===== config.mk =====
export PLATFORM = sky130hd
export DESIGN_NAME = mem_arbiter_flat
export DESIGN_NICKNAME = d
export VERILOG_FILES = /design/src/rtl/mem_arbiter_if.sv /design/src/rtl/mem_arbiter.sv /design/src/flat_wrapper.sv
export SDC_FILE = /design/constraint.sdc
export NUM_CORES = 1
export LEC_CHECK = 0
export CAP_MARGIN = 15
export CORE_MARGIN = 1
export CORE_UTILIZATION = 44
export CTS_CLUSTER_SIZE = 12
export DETAILED_ROUTE_END_ITERATION = 10
export PLACE_DENSITY_LB_ADDON = 0.2
export SLEW_MARGIN = 0
export SYNTH_ARGS = -nofsm -noshare
export SYNTH_HDL_FRONTEND = slang
export SYNTH_SLANG_ARGS = --single-unit
export TNS_END_PERCENT = 100

===== constraint.sdc =====
create_clock -name clk_in -period 6.15 [get_ports clk_in]
set_input_delay 1.23 -clock clk_in [delete_from_list [all_inputs] [get_ports clk_in]]
set_output_delay 1.23 -clock clk_in [all_outputs]
set_load 0.005 [all_outputs]

===== src/rtl/mem_arbiter_if.sv =====
`timescale 1ns/1ps
// Requester and byte-RAM signals around mem_arbiter.
// slave = arbiter side, master = requesters plus RAM.
interface mem_arbiter_if #(
  parameter int ADDR_W = 32
);
  logic              if_req;
  logic [ADDR_W-1:0] if_addr;
  logic [31:0]       if_data;
  logic              if_done;
  logic              mem_read;
  logic              mem_write;
  logic              mem_signed;
  logic [ADDR_W-1:0] mem_addr;
  logic [1:0]        mem_len;
  logic [31:0]       mem_w_data;
  logic [31:0]       mem_r_data;
  logic              mem_done;
  logic [7:0]        ram_din;
  logic [7:0]        ram_dout;
  logic [ADDR_W-1:0] ram_a;
  logic              ram_wr;

  modport slave (
    input  if_req,
    input  if_addr,
    output if_data,
    output if_done,
    input  mem_read,
    input  mem_write,
    input  mem_signed,
    input  mem_addr,
    input  mem_len,
    input  mem_w_data,
    output mem_r_data,
    output mem_done,
    input  ram_din,
    output ram_dout,
    output ram_a,
    output ram_wr
  );

  modport master (
    output if_req,
    output if_addr,
    input  if_data,
    input  if_done,
    output mem_read,
    output mem_write,
    output mem_signed,
    output mem_addr,
    output mem_len,
    output mem_w_data,
    input  mem_r_data,
    input  mem_done,
    output ram_din,
    input  ram_dout,
    input  ram_a,
    input  ram_wr
  );
endinterface


===== src/rtl/mem_arbiter.sv =====
`timescale 1ns/1ps
// mem_arbiter: shares one byte-wide RAM port between fetch and the
// memory stage, serialising 1/2/4-byte little-endian accesses.
module mem_arbiter #(
  parameter int ADDR_W = 32
) (
  input logic          clk_in,
  input logic          rst_n_in,
  mem_arbiter_if.slave bus
);

  typedef enum logic [2:0] {
    IDLE,
    RD,
    RD_TAIL,
    WR,
    DONE
  } state_t;

  state_t state;
  state_t state_nxt;

  logic [1:0]        cnt;
  logic [1:0]        n_m1;
  logic [1:0]        len_nm1;
  logic              grant_if;
  logic              sgn;
  logic [31:0]       wbuf;
  logic [23:0]       rbuf;
  logic [ADDR_W-1:0] ram_a_q;
  logic [31:0]       if_data_q;
  logic [31:0]       mem_r_data_q;
  logic              if_done_q;
  logic              done_q;

  logic              req_mem;
  logic              last;
  logic              sbit;
  logic [31:0]       rfull;
  logic [31:0]       rext;

  assign req_mem = bus.mem_read | bus.mem_write;
  assign last    = (cnt == n_m1);

  always_comb begin
    len_nm1 = 2'd3;
    unique case (bus.mem_len)
      2'b00:   len_nm1 = 2'd0;
      2'b01:   len_nm1 = 2'd1;
      default: len_nm1 = 2'd3;
    endcase
  end

  // The last byte of any load arrives straight from ram_din in RD_TAIL,
  // so its top bit is the sign bit for every size.
  always_comb begin
    rfull = {bus.ram_din, rbuf};
    sbit  = sgn & bus.ram_din[7];
    rext  = rfull;
    unique case (n_m1)
      2'd0:    rext = {{24{sbit}}, rfull[31:24]};
      2'd1:    rext = {{16{sbit}}, rfull[31:16]};
      default: rext = rfull;
    endcase
  end

  always_ff @(posedge clk_in or negedge rst_n_in) begin
    if (!rst_n_in) begin
      state <= IDLE;
    end else begin
      state <= state_nxt;
    end
  end

  always_comb begin
    state_nxt = state;
    unique case (state)
      IDLE: begin
        if (bus.mem_write) begin
          state_nxt = WR;
        end else if (bus.mem_read || bus.if_req) begin
          state_nxt = RD;
        end
      end
      RD: begin
        if (last) begin
          state_nxt = RD_TAIL;
        end
      end
      RD_TAIL: state_nxt = DONE;
      WR: begin
        if (last) begin
          state_nxt = DONE;
        end
      end
      DONE:    state_nxt = IDLE;
      default: state_nxt = IDLE;
    endcase
  end

  always_ff @(posedge clk_in or negedge rst_n_in) begin
    if (!rst_n_in) begin
      cnt          <= 2'd0;
      n_m1         <= 2'd0;
      grant_if     <= 1'b0;
      sgn          <= 1'b0;
      wbuf         <= 32'd0;
      rbuf         <= 24'd0;
      ram_a_q      <= '0;
      if_data_q    <= 32'd0;
      mem_r_data_q <= 32'd0;
      if_done_q    <= 1'b0;
      done_q       <= 1'b0;
    end else begin
      if_done_q <= 1'b0;
      done_q    <= 1'b0;
      unique case (state)
        IDLE: begin
          cnt <= 2'd0;
          if (req_mem) begin
            grant_if <= 1'b0;
            n_m1     <= len_nm1;
            sgn      <= bus.mem_signed;
            wbuf     <= bus.mem_w_data;
            ram_a_q  <= bus.mem_addr;
          end else if (bus.if_req) begin
            grant_if <= 1'b1;
            n_m1     <= 2'd3;
            sgn      <= 1'b0;
            ram_a_q  <= bus.if_addr;
          end
        end
        RD: begin
          if (cnt != 2'd0) begin
            rbuf <= {bus.ram_din, rbuf[23:8]};
          end
          if (!last) begin
            cnt     <= cnt + 2'd1;
            ram_a_q <= ram_a_q + ADDR_W'(1);
          end
        end
        RD_TAIL: begin
          done_q <= 1'b1;
          if (grant_if) begin
            if_data_q <= rfull;
            if_done_q <= 1'b1;
          end else begin
            mem_r_data_q <= rext;
          end
        end
        WR: begin
          wbuf <= wbuf >> 8;
          if (last) begin
            done_q <= 1'b1;
          end else begin
            cnt     <= cnt + 2'd1;
            ram_a_q <= ram_a_q + ADDR_W'(1);
          end
        end
        DONE: begin
        end
        default: begin
        end
      endcase
    end
  end

  always_comb begin
    bus.ram_wr     = (state == WR);
    bus.ram_dout   = (state == WR) ? wbuf[7:0] : 8'h00;
    bus.ram_a      = ram_a_q;
    bus.if_data    = if_data_q;
    bus.if_done    = if_done_q;
    bus.mem_r_data = mem_r_data_q;
    bus.mem_done   = (done_q && !grant_if) ||
                     ((state == IDLE) && !req_mem);
  end

endmodule

===== src/flat_wrapper.sv =====
// flat-port wrapper written by rule: the top's interface ports become plain ports
module mem_arbiter_flat 
#(
  parameter int ADDR_W = 32
)
  (clk_in, rst_n_in, bus_if_req, bus_if_addr, bus_if_data, bus_if_done, bus_mem_read, bus_mem_write, bus_mem_signed, bus_mem_addr, bus_mem_len, bus_mem_w_data, bus_mem_r_data, bus_mem_done, bus_ram_din, bus_ram_dout, bus_ram_a, bus_ram_wr);
  mem_arbiter_if #(.ADDR_W(ADDR_W)) bus_i ();
  input logic clk_in;
  input logic rst_n_in;
  input wire logic [$bits(bus_i.if_req)-1:0] bus_if_req;
  input wire logic [$bits(bus_i.if_addr)-1:0] bus_if_addr;
  output wire logic [$bits(bus_i.if_data)-1:0] bus_if_data;
  output wire logic [$bits(bus_i.if_done)-1:0] bus_if_done;
  input wire logic [$bits(bus_i.mem_read)-1:0] bus_mem_read;
  input wire logic [$bits(bus_i.mem_write)-1:0] bus_mem_write;
  input wire logic [$bits(bus_i.mem_signed)-1:0] bus_mem_signed;
  input wire logic [$bits(bus_i.mem_addr)-1:0] bus_mem_addr;
  input wire logic [$bits(bus_i.mem_len)-1:0] bus_mem_len;
  input wire logic [$bits(bus_i.mem_w_data)-1:0] bus_mem_w_data;
  output wire logic [$bits(bus_i.mem_r_data)-1:0] bus_mem_r_data;
  output wire logic [$bits(bus_i.mem_done)-1:0] bus_mem_done;
  input wire logic [$bits(bus_i.ram_din)-1:0] bus_ram_din;
  output wire logic [$bits(bus_i.ram_dout)-1:0] bus_ram_dout;
  output wire logic [$bits(bus_i.ram_a)-1:0] bus_ram_a;
  output wire logic [$bits(bus_i.ram_wr)-1:0] bus_ram_wr;
  assign bus_i.if_req = bus_if_req;
  assign bus_i.if_addr = bus_if_addr;
  assign bus_if_data = bus_i.if_data;
  assign bus_if_done = bus_i.if_done;
  assign bus_i.mem_read = bus_mem_read;
  assign bus_i.mem_write = bus_mem_write;
  assign bus_i.mem_signed = bus_mem_signed;
  assign bus_i.mem_addr = bus_mem_addr;
  assign bus_i.mem_len = bus_mem_len;
  assign bus_i.mem_w_data = bus_mem_w_data;
  assign bus_mem_r_data = bus_i.mem_r_data;
  assign bus_mem_done = bus_i.mem_done;
  assign bus_i.ram_din = bus_ram_din;
  assign bus_ram_dout = bus_i.ram_dout;
  assign bus_ram_a = bus_i.ram_a;
  assign bus_ram_wr = bus_i.ram_wr;
  mem_arbiter #(.ADDR_W(ADDR_W)) u_core (.clk_in(clk_in), .rst_n_in(rst_n_in), .bus(bus_i));
endmodule

# Yosys cells after proc, flatten, opt, wreduce, memory -nomap -nowiden
# Index checks and enable logic that the tools add are counted.
# classes
add_sub_neg	2
n_eq_ne	12
muxes	26
n_bitwise	3
n_reduce_logical	22
# op_table
op	count
case mux 32 bit (2 select lines)	3
2-to-1 mux 32 bit	4
adder 32 x 1 -> 32 bit (second input constant)	1
2-to-1 mux 3 bit	4
case mux 3 bit (4 select lines)	1
AND reduction 2 bit	6
2-to-1 mux 8 bit	1
case mux 2 bit (2 select lines)	2
nonzero test 2 bit	4
2-to-1 mux 1 bit	7
equality test 3 x 2 -> 1 bit (second input constant)	2
2-to-1 mux 2 bit	3
inequality test 2 x 1 -> 1 bit (second input constant)	3
inequality test 3 x 2 -> 1 bit (second input constant)	2
AND reduction 3 bit	2
equality test 2 x 1 -> 1 bit (second input constant)	2
logical NOT 2 bit	2
equality test 3 x 1 -> 1 bit (second input constant)	1
logical NOT 3 bit	1
adder 2 x 1 -> 2 bit (second input constant)	1
equality test 2 bit	1
logical AND 1 bit	2
logical NOT 1 bit	2
logical OR 1 bit	2
other kinds (6)	6
# word_totals
reg_bits	163
input_bits	112
output_inout_bits	107
word_cells	77

# Logic depth before layout (Yosys ltp)
# depth
word_depth	4
ltp_mapped	9
ltp_nobuf	6

# Worst setup path before layout
# OpenSTA, ideal clock, no wires.
# synth_timing
kind	input to output
start	input bus_mem_write
end	output bus_mem_done
t_arrival_ns	2.202
t_required_ns	4.920
setup_slack_ns	2.718
stages	5
n_path_buf	3
cell_sequence	or2_2 clkbuf_1 clkbuf_1 clkbuf_1 o22ai_1
# synth_via
elab_chain_len	4
# synth_rtl
item	line	source
from (decl)	flat_wrapper.sv:15	input wire logic [$bits(bus_i.mem_write)-1:0] bus_mem_write;
bitwise OR 1 bit	mem_arbiter.sv:42	assign req_mem = bus.mem_read | bus.mem_write;
logical NOT 1 bit	mem_arbiter.sv:176	((state == IDLE) && !req_mem);
logical AND 1 bit	mem_arbiter.sv:176	
logical OR 1 bit	mem_arbiter.sv:175	bus.mem_done = (done_q && !grant_if) ||
to (decl)	flat_wrapper.sv:21	output wire logic [$bits(bus_i.mem_done)-1:0] bus_mem_done;
# No other way between the ends.

# Worst setup path in the final report
# Ends and elaborated chain as after synthesis.

==> results.txt <==
Sequential area share after synthesis: 0.521
Clock buffer depth: 2
FP Rows: 48
Hold Buf Count CTS: 0
CTS buffer count: 17
Layout cells sized above 1: 0.115
Data required, critical path: 4.92 ns
Fin crit share: 0.676
Post-synth net total: 931
First-pass GRT wire length: 35900 um
Total power: 5860 uW
H-tree Lvls: 4
Cell count after synthesis: 817
Die height: 135 um
Critical path arrival: 2.93 ns
Via count: 7031
FMAX: 0.240 GHz
Post-synthesis average cell area: 9.57 um2
Yosys warns: 0
Final wirelength: 22500 um
Initial antenna violation count: 0
RSZ-0062 raised after global routing: no
#FFs+latches synth: 163
DIE AREA: 18300 um2
Worst-path fanout max: 34
Initial core utilization: 0.451
# nets final: 1126
I/O Buffers: 218
Reg area: 4080 um2
Multi-input combinational cell area: 3510 um2
Reg clk slew, reported paths: 0.06 ns
Iter 0 DRT Violations: 414
Core footprint: 17400 um2
Max transition margin: 0.297
Setup TNS Final: 0 ns
Pwr dens: 542 nW/um2
Largest vdd supply drop: 344 uV
CTS tree: yes
Pleak: 0.00448 uW
Total of max-cap violations: 0
Post-DRT Antenna Nets: 0
Synth top area share: 0.521
Final Hold Viols: 0
Fillers: 1491
Mapped cell area: 7820 um2
Slew Limit Fails: 0
Kind of critical path: input pin to output pin
Total Routing Usage GR: 0.253
Clock Latency Late Sink: 0.42 ns
Post-DP HPWL: 15300 um
Startpoint Class: input pin
Crit. End Element: output pin
Layout area overhead: 38.1%
Hold Crit Class: flop to flop
Vias in the first global route: 6647
Main synth FF type: dfrtp_1
Post-CTS setup buffers: 0
Layout Skew: 0.00789 ns
Synth area leader: dfrtp_1
# DRC: 0
Async S/R FF share, synth: 1.00
Antenna cells: 0
CTS resizes: 0
Min Tclk post-route: 4.16 ns
I/O pin count: 219
EDFF count, synth: 0
Library cells used by synthesis: 55
Outcome: finished, final reports clean
Die W: 135 um
Finish-stage setup viols: 0
Worst Max-Slew Pin Slew: 1.05 ns
Pin count of the biggest net entering global routing: 76
Gpl congestion: 0.837
Via density per instance: 5.62
Avg WL per Cell: 18.0 um
Grt ovf: 0
Root Driver: clkbuf_16
DRT Pass-1 Iters: 4
Clock sinks: 163
Synth area leaders: dfrtp_1 (52%), mux2_2 (8.2%), nand2_1 (5.4%), o21ai_0 (4.7%), a21oi_1 (4.2%)
[Yosys cell counts, types with 8 or more instances]
master / count
and2_1: 9
o21ai_0: 73
clkbuf_1: 43
o22ai_1: 27
dfrtp_1: 163
mux2_2: 57
nand4_1: 10
a21oi_1: 65
mux2i_1: 9
nand2_1: 113
nand3_1: 32
nor3_1: 8
nor2_1: 78
inv_1: 13
a31oi_1: 8
buf_2: 8
o22a_1: 8
[per-layer routing]
layer / track usage / part of all wire / vias to the layer above
li1: - / - / 3328
met1: 0.357 / 0.44 / 3428
met2: 0.384 / 0.47 / 249
met3: 0.0576 / 0.072 / 26
met4: 0.0874 / 0.018 / 0
met5: 0 / 0 / -
[registers in the layout, indices dropped and copies added (netlist names)]
register	cells
u_core.cnt	2
u_core.grant_if	1
u_core.wbuf	32
u_core.bus.mem_r_data	32
u_core.rbuf	24
u_core.state	3
u_core.n_m1	2
u_core.bus.ram_a	32
u_core.done_q	1
u_core.sgn	1
u_core.bus.if_done	1
u_core.bus.if_data	32
[power breakdown]
group	internal, uW	leakage, uW	switching, uW	total [uW]
clock	648	0.000286	456	1100
combinational	1380	0.00224	1300	2680
sequential	1600	0.00196	471	2070
[critical path, stage by stage]
cell,delay [ns]
clkdlybuf4s50_1,0.45
or2_2,0.30
buf_4,0.25
o22ai_1,0.16
clkdlybuf4s50_1,0.52
[cells by family after synthesis]
group,Yosys count,share of synthesized area
AO/OA/AOI/OAI,232,0.180
multiplexers,66,0.0936
AND/OR/NAND/NOR,284,0.166
adder cells (fa/ha/maj),2,0.00320
buffers and inverters,68,0.0339
XOR/XNOR,2,0.00224
flip-flops,163,0.521
[layout make-up]
class	instances	area share
tap	225	0.0261
clock buffer	19	0.0401
multi-input combinational	586	0.324
clock inverter	13	0.0163
timing repair buffer	231	0.211
inverter	13	0.00452
sequential	163	0.377
[placed cells by master (no fill, tap or decap), types with 4 or more instances in the layout]
cell type / n
o31ai_1: 5
clkinvlp_4: 4
buf_4: 13
nor3_1: 7
o21a_1: 7
o22a_1: 8
o2bb2ai_1: 5
o22ai_1: 27
a31oi_1: 8
nand2_1: 113
o21ai_0: 73
mux2i_1: 9
and2_1: 9
a21oi_1: 65
and3_1: 7
mux2_2: 57
nor4_1: 4
inv_1: 13
clkdlybuf4s50_1: 217
a22o_1: 5
nand4_1: 10
nor2_1: 75
a221oi_1: 7
clkbuf_16: 17
nand3_1: 32
a2bb2oi_1: 4
dfrtp_1: 163
a21o_1: 4
[stage by stage]
step / std cells / setup slack [ns] / hold slack [ns] / util / cell area (um2)
detailed placement: 1218 / 1.99 / 0.470 / 0.587 / 10200
finish: 1250 / 1.99 / 0.478 / 0.623 / 10800
CTS: 1250 / 1.99 / 0.484 / 0.623 / 10800
global placement: 1218 / 2.02 / 0.463 / 0.587 / 10200
floorplan: 817 / 2.72 / 0.458 / - / 7820
global route: 1250 / 1.90 / 0.501 / 0.623 / 10800
[final timing paths]
| path | start | end | slack, ns | cells past startpoint |
|---|---|---|---|---|
| worst max-delay path | bus_mem_write | bus_mem_done | 1.99 | 5 |
| worst min-delay path | u_core.bus.mem_r_data[3]$_DFFE_PN0P_ | u_core.bus.mem_r_data[3]$_DFFE_PN0P_ | 0.48 | 2 |
| worst max register to register | u_core.n_m1[0]$_DFFE_PN0P_ | u_core.bus.ram_a[6]$_DFFE_PN0P_ | 3.46 | 7 |
| worst min register to register | u_core.bus.mem_r_data[3]$_DFFE_PN0P_ | u_core.bus.mem_r_data[3]$_DFFE_PN0P_ | 0.48 | 2 |
| max in group asynchronous | rst_n_in | u_core.bus.ram_a[31]$_DFFE_PN0P_ | 4.22 | 2 |
| min in group asynchronous | rst_n_in | u_core.bus.mem_r_data[5]$_DFFE_PN0P_ | 0.82 | 1 |
Power figures use the tool's default switching activity.
